`src/rtl/mdr_result_arbiter_pkg.sv`:
```
// Shared types and constants for the multiply/divide/root result arbiter.
package mdr_result_arbiter_pkg;

    typedef enum logic {
        IDLE = 1'b0,
        HOLD = 1'b1
    } state_e;

    localparam logic MODE_FIXED = 1'b0;
    localparam logic MODE_RR    = 1'b1;

    // Channel index reached by stepping 'off' places past 'last', wrapping at 'ch'.
    function automatic int unsigned rr_next(input int unsigned last,
                                            input int unsigned off,
                                            input int unsigned ch);
        return (last + off) % ch;
    endfunction

endpackage

```
`src/rtl/mdr_result_arbiter_rr_grant.sv`:
```
// Round-robin search: first valid channel after last_i, wrapping to channel 0.
module mdr_result_arbiter_rr_grant
    import mdr_result_arbiter_pkg::*;
#(
    parameter  int unsigned CH = 3,
    localparam int unsigned SW = $clog2(CH)
) (
    input  logic [CH-1:0] valid_i,
    input  logic [SW-1:0] last_i,
    output logic [SW-1:0] grant_c,
    output logic          found_c
);

    logic [SW-1:0] idx;

    // Walk offsets from farthest to nearest so the nearest valid channel wins.
    always_comb begin
        grant_c = '0;
        found_c = 1'b0;
        idx     = '0;
        for (int k = CH; k >= 1; k--) begin
            idx = SW'(rr_next(32'(last_i), 32'(k), CH));
            if (valid_i[idx]) begin
                grant_c = idx;
                found_c = 1'b1;
            end
        end
    end

endmodule

```
`src/rtl/mdr_result_arbiter.sv`:
```
// Selects one result channel per capture opportunity (fixed or round-robin)
// into a single registered output slot with valid/ready handshaking.
module mdr_result_arbiter
    import mdr_result_arbiter_pkg::*;
#(
    parameter  int unsigned N  = 4,
    parameter  int unsigned CH = 3,
    localparam int unsigned SW = $clog2(CH)
) (
    input  logic            clk,
    input  logic            rst,
    input  logic [CH*N-1:0] in_data,
    input  logic [CH-1:0]   in_valid,
    output logic [CH-1:0]   in_ready,
    input  logic            mode,
    input  logic [SW-1:0]   sel,
    output logic [N-1:0]    out_data,
    output logic [SW-1:0]   out_src,
    output logic            out_valid,
    input  logic            out_ready,
    output logic            err_sel
);

    localparam int unsigned NPAD = 1 << SW;

    state_e        state_q;
    logic [N-1:0]  out_data_q;
    logic [SW-1:0] out_src_q;
    logic [SW-1:0] last_q;
    logic          err_q;

    logic [N-1:0]  ch_data [CH];
    logic [NPAD-1:0] valid_pad_c;
    logic          cap_c;
    logic          sel_ok_c;
    logic          found_c;
    logic [SW-1:0] grant_c;
    logic          rr_found_c;
    logic [SW-1:0] rr_grant_c;

    for (genvar i = 0; i < CH; i++) begin : g_unpack
        assign ch_data[i] = in_data[i*N +: N];
    end

    // Padding lets sel index the valid vector safely even when sel >= CH.
    assign valid_pad_c = NPAD'(in_valid);
    assign sel_ok_c    = (32'(sel) < CH);

    mdr_result_arbiter_rr_grant #(
        .CH (CH)
    ) u_rr_grant (
        .valid_i (in_valid),
        .last_i  (last_q),
        .grant_c (rr_grant_c),
        .found_c (rr_found_c)
    );

    always_comb begin
        cap_c   = (state_q == IDLE) || out_ready;
        grant_c = '0;
        found_c = 1'b0;
        if (mode == MODE_RR) begin
            grant_c = rr_grant_c;
            found_c = rr_found_c;
        end else if (sel_ok_c) begin
            grant_c = sel;
            found_c = valid_pad_c[sel];
        end
    end

    always_comb begin
        in_ready = '0;
        for (int i = 0; i < CH; i++) begin
            in_ready[i] = !rst && cap_c && found_c && (grant_c == SW'(i));
        end
    end

    // FSM, output slot, round-robin pointer and select-error pulse.
    always_ff @(posedge clk or posedge rst) begin
        if (rst) begin
            state_q    <= IDLE;
            out_data_q <= '0;
            out_src_q  <= '0;
            last_q     <= SW'(CH - 1);
            err_q      <= 1'b0;
        end else begin
            err_q <= cap_c && (mode == MODE_FIXED) && !sel_ok_c;
            if (cap_c) begin
                if (found_c) begin
                    out_data_q <= ch_data[grant_c];
                    out_src_q  <= grant_c;
                    last_q     <= grant_c;
                    state_q    <= HOLD;
                end else begin
                    state_q    <= IDLE;
                end
            end
        end
    end

    assign out_data  = out_data_q;
    assign out_src   = out_src_q;
    assign out_valid = (state_q == HOLD);
    assign err_sel   = err_q;

endmodule

```
`config.mk`:
```
export PLATFORM = sky130hd
export DESIGN_NAME = mdr_result_arbiter
export DESIGN_NICKNAME = d
export VERILOG_FILES = /design/src/rtl/mdr_result_arbiter_pkg.sv /design/src/rtl/mdr_result_arbiter_rr_grant.sv /design/src/rtl/mdr_result_arbiter.sv
export SDC_FILE = /design/constraint.sdc
export NUM_CORES = 1
export LEC_CHECK = 0
export CORE_MARGIN = 2
export CORE_UTILIZATION = 30
export CTS_BUF_LIST = sky130_fd_sc_hd__clkbuf_4
export CTS_CLUSTER_SIZE = 20
export DETAILED_ROUTE_END_ITERATION = 10
export DONT_BUFFER_PORTS = 1
export GPL_TIMING_DRIVEN = 0
export MAX_ROUTING_LAYER = met4
export SLEW_MARGIN = 20
export SYNTH_ARGS = -nofsm -noshare
export SYNTH_HDL_FRONTEND = slang
export SYNTH_HIERARCHICAL = 1
export SYNTH_SLANG_ARGS = --single-unit
```
`constraint.sdc`:
```
create_clock -name clk -period 3.3 [get_ports clk]
set_input_delay 0 -clock clk [delete_from_list [all_inputs] [get_ports clk]]
set_output_delay 0 -clock clk [all_outputs]
set_load 0.02 [all_outputs]
```
==> metrics.md, run 1 <==
| Metric | Value |
|---|---|
| Yosys reg bits | `9` |
| Core area | `approximately 0.0025 mm^2` |
| Row count | `18` |
| Skew-Pair Late Insertion Delay | `approximately 260 ps` |
| CTS H-Tree Depth | `1` |
| WL/cell | `~15 um` |
| Nets | `~120` |
| All-Layer GR Usage | `0.146` |
| Synth unique cells | `32` |
| Gpl congestion | `0.747` |
| Initial Util | `0.317` |
| DIE HEIGHT | `55.1 um` |
| Drt drc | `0` |
| Syn Area/Cell | `between 9 and 10 um^2` |
| Status | `finished clean` |
| Final Hold Viols | `0` |
| Max VDD drop | `between 300 and 400 uV` |
| Diode count | `0` |
| Max_cap viols | `0` |
| ANT nets after route | `0` |
| Initial detailed-routing violation count | `22` |
| CP max stage delay | `about 560 ps` |
| P&R area growth vs syn | `20.1%` |
| Setup bufs post-CTS | `0` |
| Fin area | `around 940 um^2` |
| Ports | `32` |
| Initial antenna violation count | `0` |
| Mapped cell area | `around 780 um^2` |
| Total CTS buffers | `3` |
| DP HPWL | `1430 um` |
| Clock slew at reported path FFs | `about 60 ps` |
| Yosys Warn Count | `6` |
| Die W | `around 55 um` |
| Pwr Density | `roughly 780 mW/mm^2` |
| Final min period | `approximately 2900 ps` |
| Full die area | `slightly above 0.003 mm^2` |
| Post-layout util | `0.380` |
| CP top delay family | `compound AO/OA/AOI/OAI gates` |
| Crit path buf inv count | `2` |
| IO Port Bufs | `0` |
| Clock skew | `just over 6 ps` |
| Crit share post-route | `0.874` |
| Storage cell area | `between 200 and 250 um^2` |
| Via-to-Cell Ratio | `between 5 and 6` |
| Min-delay worst type | `input port to flip-flop` |
| Worst EP required | `around 3400 ps` |
| Static leakage | `slightly below 0.4 nW` |
| Pins Over Slew Limit | `0` |
| RSZ-0062 raised after global routing | `no` |
| Nature of the critical path endpoint | `flip-flop` |
| Mapped Cells | `between 80 and 90` |
| GRT Residual Overflow | `0` |
| First-pass GRT wire length | `3080 um` |
| Drt total wl | `1860 um` |
| Root Driver | `clkbuf_4` |
| Crit start category | `flip-flop` |
| Fmax | `0.347 GHz` |
| Clk buf depth | `2` |
| Worst Path Arrival | `3020 ps` |
| Via count | `around 700` |
| Finish-stage setup viols | `0` |
| Setup CP Type | `flip-flop to flip-flop` |
| Sequential fraction of the synthesis area | `0.289` |
| Dpl cell area | `slightly above 800 um^2` |
| Slew margin rel. | `0.384` |
| Share of layout cells above drive strength 1 | `0.144` |
| Setup TNS | `0 ps` |
| TritonRoute pass-1 iters | `3` |
| Largest net degree at the start of global routing | `11` |
| Vias in the first global route | `698` |
| Multi-input combinational cell area | `about 530 um^2` |
| CP max FO | `8` |
| Slowest cell on crit path | `dlygate4sd3_1` |
| Clock sink count | `9` |
| Syn Nets | `approximately 110` |
| Cell-by-cell trace of the critical path | `inv_1 -> ha_1 -> or2_4 -> a21o_1 -> a211o_1 -> a221oi_4 -> nand2_1 -> dlygate4sd3_1` |
| Post-cts resize count | `0` |
| TritonCTS clock tree | `built` |
| Worst-Margin Slew | `between 900 and 1000 ps` |
| FILL cells | `275` |
[layout make-up]
| type | count | share of cell area |
|---|---|---|
| tap | 30 | 0.0398 |
| timing repair buffer | 9 | 0.0956 |
| multi-input combinational | 69 | 0.563 |
| sequential | 9 | 0.240 |
| clock buffer | 4 | 0.0319 |
| buffer | 2 | 0.0133 |
| inverter | 4 | 0.0159 |
[synth_stat cells, drive strengths merged]
| library cell | instances | area [um^2] |
|---|---|---|
| dfstp | 1 | 26.3 |
| a2bb2oi | 4 | 35.0 |
| clkbuf | 1 | 5.00 |
| or3b | 1 | 8.76 |
| a21o | 1 | 7.51 |
| nand2b | 3 | 18.8 |
| nor4 | 3 | 18.8 |
| and2 | 1 | 8.76 |
| a21boi | 4 | 30.0 |
| and3 | 4 | 25.0 |
| a311oi | 4 | 35.0 |
| ha | 4 | 50.1 |
| dfrtp | 8 | 200 |
| o21a | 1 | 7.51 |
| buf | 1 | 7.51 |
| inv | 4 | 15.0 |
| nor2 | 3 | 18.8 |
| nand2 | 7 | 26.3 |
| mux2 | 3 | 45.0 |
| a221oi | 1 | 26.3 |
| or2 | 1 | 8.76 |
| o22ai | 1 | 6.26 |
| a21oi | 2 | 10.0 |
| a211o | 1 | 8.76 |
| o2bb2ai | 1 | 8.76 |
| and4bb | 1 | 12.5 |
| o21ai | 10 | 50.1 |
| nor3b | 2 | 15.0 |
| mux2i | 3 | 30.0 |
| nor2b | 3 | 18.8 |
[what timing repair did]
item / in CTS / in global routing
endpoints found under the setup margin: 0 / 0
hold endpoints to repair: 15 / 0
hold buffers: 9 / 0
[worst paths after layout]
kind                                 start     endpoint  slack, ps  depth (start not counted)
worst max register to register  out_src[0]    out_valid        410                          8
worst max-delay path            out_src[0]    out_valid        410                          8
worst min register to register  out_src[0]   out_src[0]        620                          2
worst min-delay path                sel[1]   out_src[0]         80                          2
max in group asynchronous              rst    last_q[1]       2870                          2
min in group asynchronous              rst  out_data[3]        140                          2
[stage by stage]
stage	hold slack (ps)	worst slack (ps)	instances	power [mW]
6_report	83.5	415	127	0.738
5_1_grt	95.1	251	127	0.801
4_1_cts	77.1	397	127	0.739
3_5_place_dp	-131	623	114	0.634
3_3_place_gp	-130	647	114	0.623
2_1_floorplan	-173	823	84	0.562
[power breakdown]
part           switching [mW]  internal (mW)  total [mW]
registers              0.0815          0.159       0.240
logic                   0.209          0.196       0.405
clock network          0.0373         0.0547      0.0920
[routing by layer]
| layer | track usage | wire length (um) | up-vias |
|---|---|---|---|
| li1 | - | - | 345 |
| met1 | 0.183 | 774 | 333 |
| met2 | 0.228 | 890 | 30 |
| met3 | 0.0403 | 166 | 4 |
| met4 | 0.0447 | 25 | 0 |
| met5 | - | 0 | - |
[state kept, by name, indices dropped and copies added (netlist names)]
name	cells
out_data	4
out_src	2
err_sel	1
last_q	1
out_valid	1
[placed cells by master, fill, tap and decap left out, types with 4 or more instances in the layout]
cell,Yosys,final
dlygate4sd3_1,0,9
o21ai_0,8,8
dfrtp_1,8,8
nand2_1,7,7
a311oi_1,4,4
and3_1,4,4
a21boi_0,4,4
a2bb2oi_1,4,4
inv_1,4,4
clkbuf_4,0,4
ha_1,4,4
[logic make-up (layout without fill, tap and decap cells)]
| family | after synthesis | after routing | share of synthesized area |
|---|---|---|---|
| flops | 9 | 9 | 0.289 |
| compound gates | 30 | 30 | 0.287 |
| mux | 6 | 6 | 0.0957 |
| buf+inv | 6 | 19 | 0.0351 |
| fa+ha+maj | 4 | 4 | 0.0638 |
| simple gates | 29 | 29 | 0.230 |
(Power assumes the default switching activity.)
==> inputs of run 2 (changes only) <==
- CAP_MARGIN: unset -> 10
- MAX_ROUTING_LAYER: met4 -> unset
- REMOVE_ABC_BUFFERS: unset -> 1
==> run 2 against run 1 <==
  * Die area is the same
  * Clock power shrank 0.4%
  * Worst hold slack better by 8.9 ps
  * Non-clock buffer count is 2 lower
  * Final cell count is 1.6% lower
  * Critical path type unchanged
==> metrics.md, run 2 (synthesis gave the netlist of run 1 again) <==
| Metric | Value |
|---|---|
| DIE HEIGHT | `55.1 um (unchanged)` |
| Worst-Margin Slew | `891 ps (-23.8 ps)` |
| Sequential Power Share | `0.338 (+0.012)` |
| CP top delay family | `compound AO/OA/AOI/OAI gates` |
| Min-delay worst type | `input port to output port` |
| Critical path depth in cells | `8 (unchanged)` |
| CP max FO | `8 (unchanged)` |
| Gr busiest metal | `met2` |
| All-Layer GR Usage | `0.156 (+0.0106)` |
| Clock sink count | `9 (unchanged)` |
| Clock skew | `1.40 ps (-4.74 ps)` |
| Cell-by-cell trace of the critical path | `inv_1 -> ha_1 -> or2_4 -> a21o_1 -> a211o_1 -> a221oi_4 -> nand2_1 -> dlygate4sd3_1` |
| Initial Util | `0.317 (unchanged)` |
| IO Port Bufs | `0 (unchanged)` |
| Largest net degree at the start of global routing | `11 (unchanged)` |
| Skew-Pair Late Insertion Delay | `250 ps (about the same)` |
| Slowest cell on crit path | `dlygate4sd3_1` |
| Max reg flops | `4 (unchanged)` |
| Status | `finished clean` |
| Cell internal pwr | `0.404 mW (-1.5%)` |
| Crit path capture | `out_valid` |
| Reg2Reg Depth | `8 (unchanged)` |
| CTS H-Tree Depth | `1 (unchanged)` |
| Via-to-Cell Ratio | `5.74 (+2.3%)` |
| Diode count | `0 (unchanged)` |
| Via count | `717 (+0.70%)` |
| Most frequent cells in the layout | `dlygate4sd3_1 (9), o21ai_0 (8), dfrtp_1 (8)` |
| Finish-stage setup viols | `0 (unchanged)` |
| Switching Fraction | `0.454 (+0.00997)` |
| Critical R2R Launch | `out_src[0]` |
| First-pass GRT wire length | `3280 um (+6.5%)` |
| Pwr Density | `796 mW/mm^2 (+1.6%)` |
| DP HPWL | `1480 um (+3.7%)` |
| Max_cap viols | `0 (unchanged)` |
| Core area | `0.00248 mm^2 (unchanged)` |
| Post-cts resize count | `0 (unchanged)` |
| Drt total wl | `2000 um (+7.6%)` |
| Fmax | `0.320 GHz (-7.6%)` |
| Commonest non-fill, non-tap cell in the layout | `dlygate4sd3_1` |
| TritonRoute pass-1 iters | `4 (+1)` |
| Gpl congestion | `0.713 (-4.6%)` |
| Row count | `18 (unchanged)` |
| # hold bufs at CTS | `9 (unchanged)` |
| WL/cell | `16.0 um (+9.4%)` |
| Full die area | `0.00304 mm^2 (unchanged)` |
| GRT Residual Overflow | `0 (unchanged)` |
| RSZ-0062 raised after global routing | `no` |
| Share of layout cells above drive strength 1 | `0.126 (-0.0180)` |
| Ports | `32 (unchanged)` |
| Total CTS buffers | `3 (unchanged)` |
| Initial detailed-routing violation count | `9 (-59%)` |
| Final Hold Viols | `0 (unchanged)` |
| Setup TNS | `0 ps (unchanged)` |
| Root Driver | `clkbuf_4` |
| Nets | `121 (-1.6%)` |
| Clock network power share | `0.124 (about the same)` |
| Final min period | `3120 ps (+236 ps)` |
| M1 GR Usage | `0.204 (+0.0213)` |
| Flop2flop setup slack | `180 ps (-240 ps)` |
| Grt met2 use | `0.246 (+0.0179)` |
| Crit share post-route | `0.946 (+0.0714)` |
| Drt drc | `0 (unchanged)` |
| Setup bufs post-CTS | `0 (unchanged)` |
| Comb pwr share | `0.538 (-0.011)` |
| Launch point of the critical path | `out_src[0]` |
| ANT nets after route | `0 (unchanged)` |
| Clock slew at reported path FFs | `60 ps (about the same)` |
| Max VDD drop | `326 uV (-12%)` |
| TritonCTS clock tree | `built` |
| P&R area growth vs syn | `18.5%` |
| Crit Reg-Reg Endpoint | `out_valid` |
| Hold WS | `92.4 ps (+8.94 ps)` |
| Setup CP Type | `flip-flop to flip-flop` |
| Die W | `55.1 um (unchanged)` |
| Worst EP required | `3440 ps (about the same)` |
| CP max stage delay | `570 ps (about the same)` |
| Static leakage | `0.384 nW (-2.3%)` |
| Slew margin rel. | `0.400 (+0.0160)` |
| Pins Over Slew Limit | `0 (unchanged)` |
| Clk buf depth | `2 (unchanged)` |
| Met3 usage | `0.0403 (unchanged)` |
| Crit path buf inv count | `2 (unchanged)` |
| Crit start category | `flip-flop` |
| Nature of the critical path endpoint | `flip-flop` |
| P_sw | `0.336 mW (+2.5%)` |
| Worst Path Arrival | `3260 ps (+240 ps)` |
| Vias in the first global route | `688 (-1.4%)` |
| Initial antenna violation count | `0 (unchanged)` |
==> run 2: power groups by stage <==
stage	Clock (mW)	Sequential, mW	Combinational (mW)
after floorplan	0	0.237	0.318
after global placement	0	0.250	0.365
after detailed placement	0	0.249	0.382
after CTS	0.0959	0.250	0.394
after global routing	0.107	0.256	0.441
final	0.0916	0.250	0.398
==> run 2: worst min-delay path by stage <==
| stage | startpoint | endpoint | slack, ps | cells past startpoint |
|---|---|---|---|---|
| 4_1_cts | in_data[11] | out_data[3] | 80 | 3 |
| 3_5_place_dp | rst | out_data[2] | -130 | 1 |
| 5_1_grt | rst | in_ready[2] | 90 | 1 |
| 2_1_floorplan | rst | err_sel | -170 | 1 |
| 3_3_place_gp | rst | out_data[0] | -130 | 1 |
| 6_report | rst | in_ready[1] | 90 | 1 |
==> run 2: worst register-to-register path, stage by stage, from the launching register on <==
cell	delay, ps
dfrtp_1	530
inv_1	120
ha_1	400
or2_4	270
a21o_1	160
a211o_1	330
a221oi_4	510
nand2_1	100
dlygate4sd3_1	570
==> run 2: stage by stage <==
stage                     setup slack, ps  instance area, um^2  cells  total power, mW  utilization
after floorplan                       689                  772     82            0.555            -
after global placement                478                  810    112            0.615        0.327
after detailed placement              409                  810    112            0.631        0.327
after CTS                             185                  930    125            0.740        0.375
after global routing                 30.0                  930    125            0.805        0.375
final                                 179                  930    125            0.740        0.375
==> run 2: cell type report <==
class                   instances  area, um^2
fillers                       270        1550
multi-input cells              69         531
clock buffers                   4        30.0
repair buffers                  9        90.1
flip-flops and latches          9         226
well taps                      30        37.5
inverters                       4        15.0
==> run 2: layer usage <==
| layer | share of wire | vias to the layer above | wire length [um] |
|---|---|---|---|
| li1 | - | 344 | - |
| met1 | 0.41 | 341 | 818 |
| met2 | 0.52 | 32 | 1030 |
| met3 | 0.075 | 0 | 150 |
| met4 | 0 | 0 | 0 |
| met5 | 0 | - | 0 |
==> inputs of run 3 (changes only) <==
- ABC_AREA: unset -> 1
- SETUP_SLACK_MARGIN: unset -> 0.15
==> run 3 against run 2 <==
  * The run now ends with hold timing left
  * Sequential power hardly changed
  * Final cell count is 36% higher
  * Fmax is 17% higher
  * Critical path depth is 3 higher
  * Register-to-register slack better by 770 ps
  * Via count is 11% higher
  * Worst hold slack worse by 100 ps
  * Global-route usage is 3.1 points lower
  * Flip-flop and latch count stayed put
  * Largest power group unchanged
==> metrics.md, run 3 <==
| Metric | Value |
|---|---|
| Crit path buf inv count | `2 (unchanged)` |
| Dpl ws | `938 ps (+529 ps)` |
| Crit share post-route | `0.811 (-0.134)` |
| Share of the synthesized area in the top cell type | `0.271 (+0.0162)` |
| Critical path depth in cells | `11 (+3)` |
| Via-to-Cell Ratio | `4.67 (-19%)` |
| Largest net degree at the start of global routing | `11 (unchanged)` |
| CP most frequent cell | `nand2_1` |
| Worst EP required | `3300 ps (-140 ps)` |
| Via count | `794 (+11%)` |
| Clock slew at reported path FFs | `60 ps (about the same)` |
| Drt total wl | `1890 um (-5.6%)` |
| CP max FO | `7 (-1)` |
| Max VDD drop | `503 uV (+54%)` |
| Clk buf depth | `2 (unchanged)` |
| Synth unique cells | `19 (-41%)` |
| Row count | `18 (unchanged)` |
| RSZ-0062 raised after global routing | `no` |
| First-pass GRT wire length | `3130 um (-4.6%)` |
| Total chip power | `0.784 mW (+6.0%)` |
| Yosys Warn Count | `6 (unchanged)` |
| Ports | `32 (unchanged)` |
| ANT nets after route | `0 (unchanged)` |
| Fmax | `0.374 GHz (+17%)` |
| Gpl congestion | `0.771 (+8.2%)` |
| Most frequent cells in the layout | `nand2_1 (57), inv_1 (18), nand3_1 (17)` |
| Clock sink count | `9 (unchanged)` |
| Ys async rst share | `1.00 (unchanged)` |
| Largest cells by area after synthesis | `nand2_1 (27%), dfrtp_1 (25%), nand3_1 (11%)` |
| Initial Util | `0.318 (+0.00152)` |
| Top-count cell post-synth | `nand2_1` |
| Pins Over Slew Limit | `0 (unchanged)` |
| Skew-Pair Late Insertion Delay | `260 ps (about the same)` |
| Leading area contributor after synthesis | `nand2_1` |
| Pwr Density | `854 mW/mm^2 (+7.3%)` |
| GRT Residual Overflow | `0 (unchanged)` |
| Initial detailed-routing violation count | `20 (+11)` |
| Sequential fraction of the synthesis area | `0.287 (-0.00137)` |
| Final Hold Viols | `1 (+1)` |
| Max_cap viols | `0 (unchanged)` |
| Worst-Margin Slew | `400 ps (-492 ps)` |
| Static leakage | `0.527 nW (+37%)` |
| Status | `complete, but fails checks` |
| TritonRoute pass-1 iters | `4 (unchanged)` |
| Reg2Reg Depth | `14 (+6)` |
| Setup CP Type | `flip-flop to output port` |
| Drt drc | `0 (unchanged)` |
| Vias in the first global route | `782 (+14%)` |
| Post-cts resize count | `0 (unchanged)` |
| Full die area | `0.00305 mm^2 (+0.45%)` |
| Setup TNS | `0 ps (unchanged)` |
| Mapped cell area | `788 um^2 (+0.48%)` |
| Yosys reg bits | `9 (unchanged)` |
| Top post-synthesis cells by count | `nand2_1 (57), inv_1 (18), nand3_1 (17), dfrtp_1 (8), inv_2 (5)` |
| Cell-by-cell trace of the critical path | `inv_1 -> ha_1 -> nor3_1 -> a21oi_2 -> nand2_1 -> nand2_1 -> nand2_1 -> nand2_2 -> inv_2 -> nand2_1 -> nor2_1` |
| Die W | `55.3 um (+0.23%)` |
| Final worst setup slack | `623 ps (+444 ps)` |
| Diode count | `0 (unchanged)` |
| Root Driver | `clkbuf_4` |
| Violations in the final reports | `hold timing` |
| TritonCTS clock tree | `built` |
| DIE HEIGHT | `55.3 um (+0.23%)` |
| Post-synth EDFFs | `0 (unchanged)` |
| P&R area growth vs syn | `16.5%` |
| Nature of the critical path endpoint | `output port` |
| Commonest non-fill, non-tap cell in the layout | `nand2_1` |
| Final min period | `2680 ps (-444 ps)` |
| Max reg flops | `4 (unchanged)` |
| IO Port Bufs | `0 (unchanged)` |
| Core area | `0.00248 mm^2 (unchanged)` |
| Initial antenna violation count | `0 (unchanged)` |
| Crit start category | `flip-flop` |
| Min-delay worst type | `input port to flip-flop` |
| Setup bufs post-CTS | `0 (unchanged)` |
| DP HPWL | `1510 um (+1.6%)` |
| Clock skew | `4.67 ps (+3.27 ps)` |
| Slew margin rel. | `0.733 (+0.332)` |
| CTS H-Tree Depth | `1 (unchanged)` |
| Nets | `166 (+37%)` |
| Hold WS | `-9.48 ps (-102 ps)` |
| Main synth FF type | `dfrtp_1` |
| Mapped Cells | `130 (+55%)` |
| Worst Path Arrival | `2680 ps (-580 ps)` |
| # hold bufs at CTS | `7 (-2)` |
| Share of layout cells above drive strength 1 | `0.107 (-0.0192)` |
| Finish-stage setup viols | `0 (unchanged)` |
| WL/cell | `11.1 um (-31%)` |
| CP max stage delay | `540 ps (-30 ps)` |
| Slowest cell on crit path | `dfrtp_1` |
| Hold Crit Depth | `3 (+2)` |
| All-Layer GR Usage | `0.125 (-0.0310)` |
| Total CTS buffers | `3 (unchanged)` |
| CP top delay family | `simple AND/OR/NAND/NOR gates` |
| Syn Area/Cell | `6.06 um^2 (-35%)` |
## run 3: worst paths after layout
kind / start / endpoint / slack (ps)
hold / removal: out_ready / out_valid / -9
max in group asynchronous: rst / last_q[1] / 2820
setup reg to reg: out_src[0] / out_data[1] / 950
hold reg to reg: last_q[1] / last_q[1] / 490
min in group asynchronous: rst / out_data[0] / 160
setup / recovery: out_src[0] / in_ready[2] / 620
## run 3: layout make-up
type                    instances  area, um^2
clock buffers                   4        30.0
fillers                       277        1560
inverters                      23        86.3
multi-input cells              97         468
flip-flops and latches          9         226
well taps                      30        37.5
repair buffers                  7        70.1
## run 3: through the flow
step / cell area (um^2) / utilization / hold slack [ps] / instances
final: 918 / 0.371 / -9.48 / 170
after floorplan: 781 / - / -157 / 129
after detailed placement: 818 / 0.330 / -107 / 159
after global placement: 818 / 0.330 / -119 / 159
after global routing: 918 / 0.371 / 29.8 / 170
after CTS: 918 / 0.371 / 3.54 / 170
## run 3: worst register-to-register path, cell delays in order (launching register included)
cell and delay (ps):
dfrtp_1 540, inv_1 110, ha_1 400, nor3_1 340
a21oi_2 80, nand2_1 90, nand2_1 50, nand2_1 150
nand2_2 130, nand2_1 80, nand2_1 50, nand2_1 70
nand2_1 50, nand2_1 50, nand2_1 50
## run 3: report_power, final
part / total (mW) / leakage, nW / internal, mW / switching [mW]
Sequential: 0.253 / 0.111 / 0.162 / 0.0908
Clock: 0.0948 / 0.0184 / 0.0549 / 0.0399
Combinational: 0.437 / 0.398 / 0.153 / 0.284
Total: 0.784 / 0.527 / 0.369 / 0.415
## run 3: per-layer routing
layer / vias to the layer above / GRT usage / routed length (um)
met1: 351 / 0.156 / 851
met5: - / 0 / 0
li1: 417 / - / -
met4: 0 / 0.0418 / 19
met2: 24 / 0.221 / 920
met3: 2 / 0.0164 / 96
## run 3: cells by family after synthesis
| family | Yosys count | synth area share |
|---|---|---|
| AND/OR/NAND/NOR | 87 | 0.487 |
| buffers and inverters | 24 | 0.119 |
| adder cells (fa/ha/maj) | 4 | 0.0635 |
| flip-flops | 9 | 0.287 |
| AO/OA/AOI/OAI | 6 | 0.0429 |
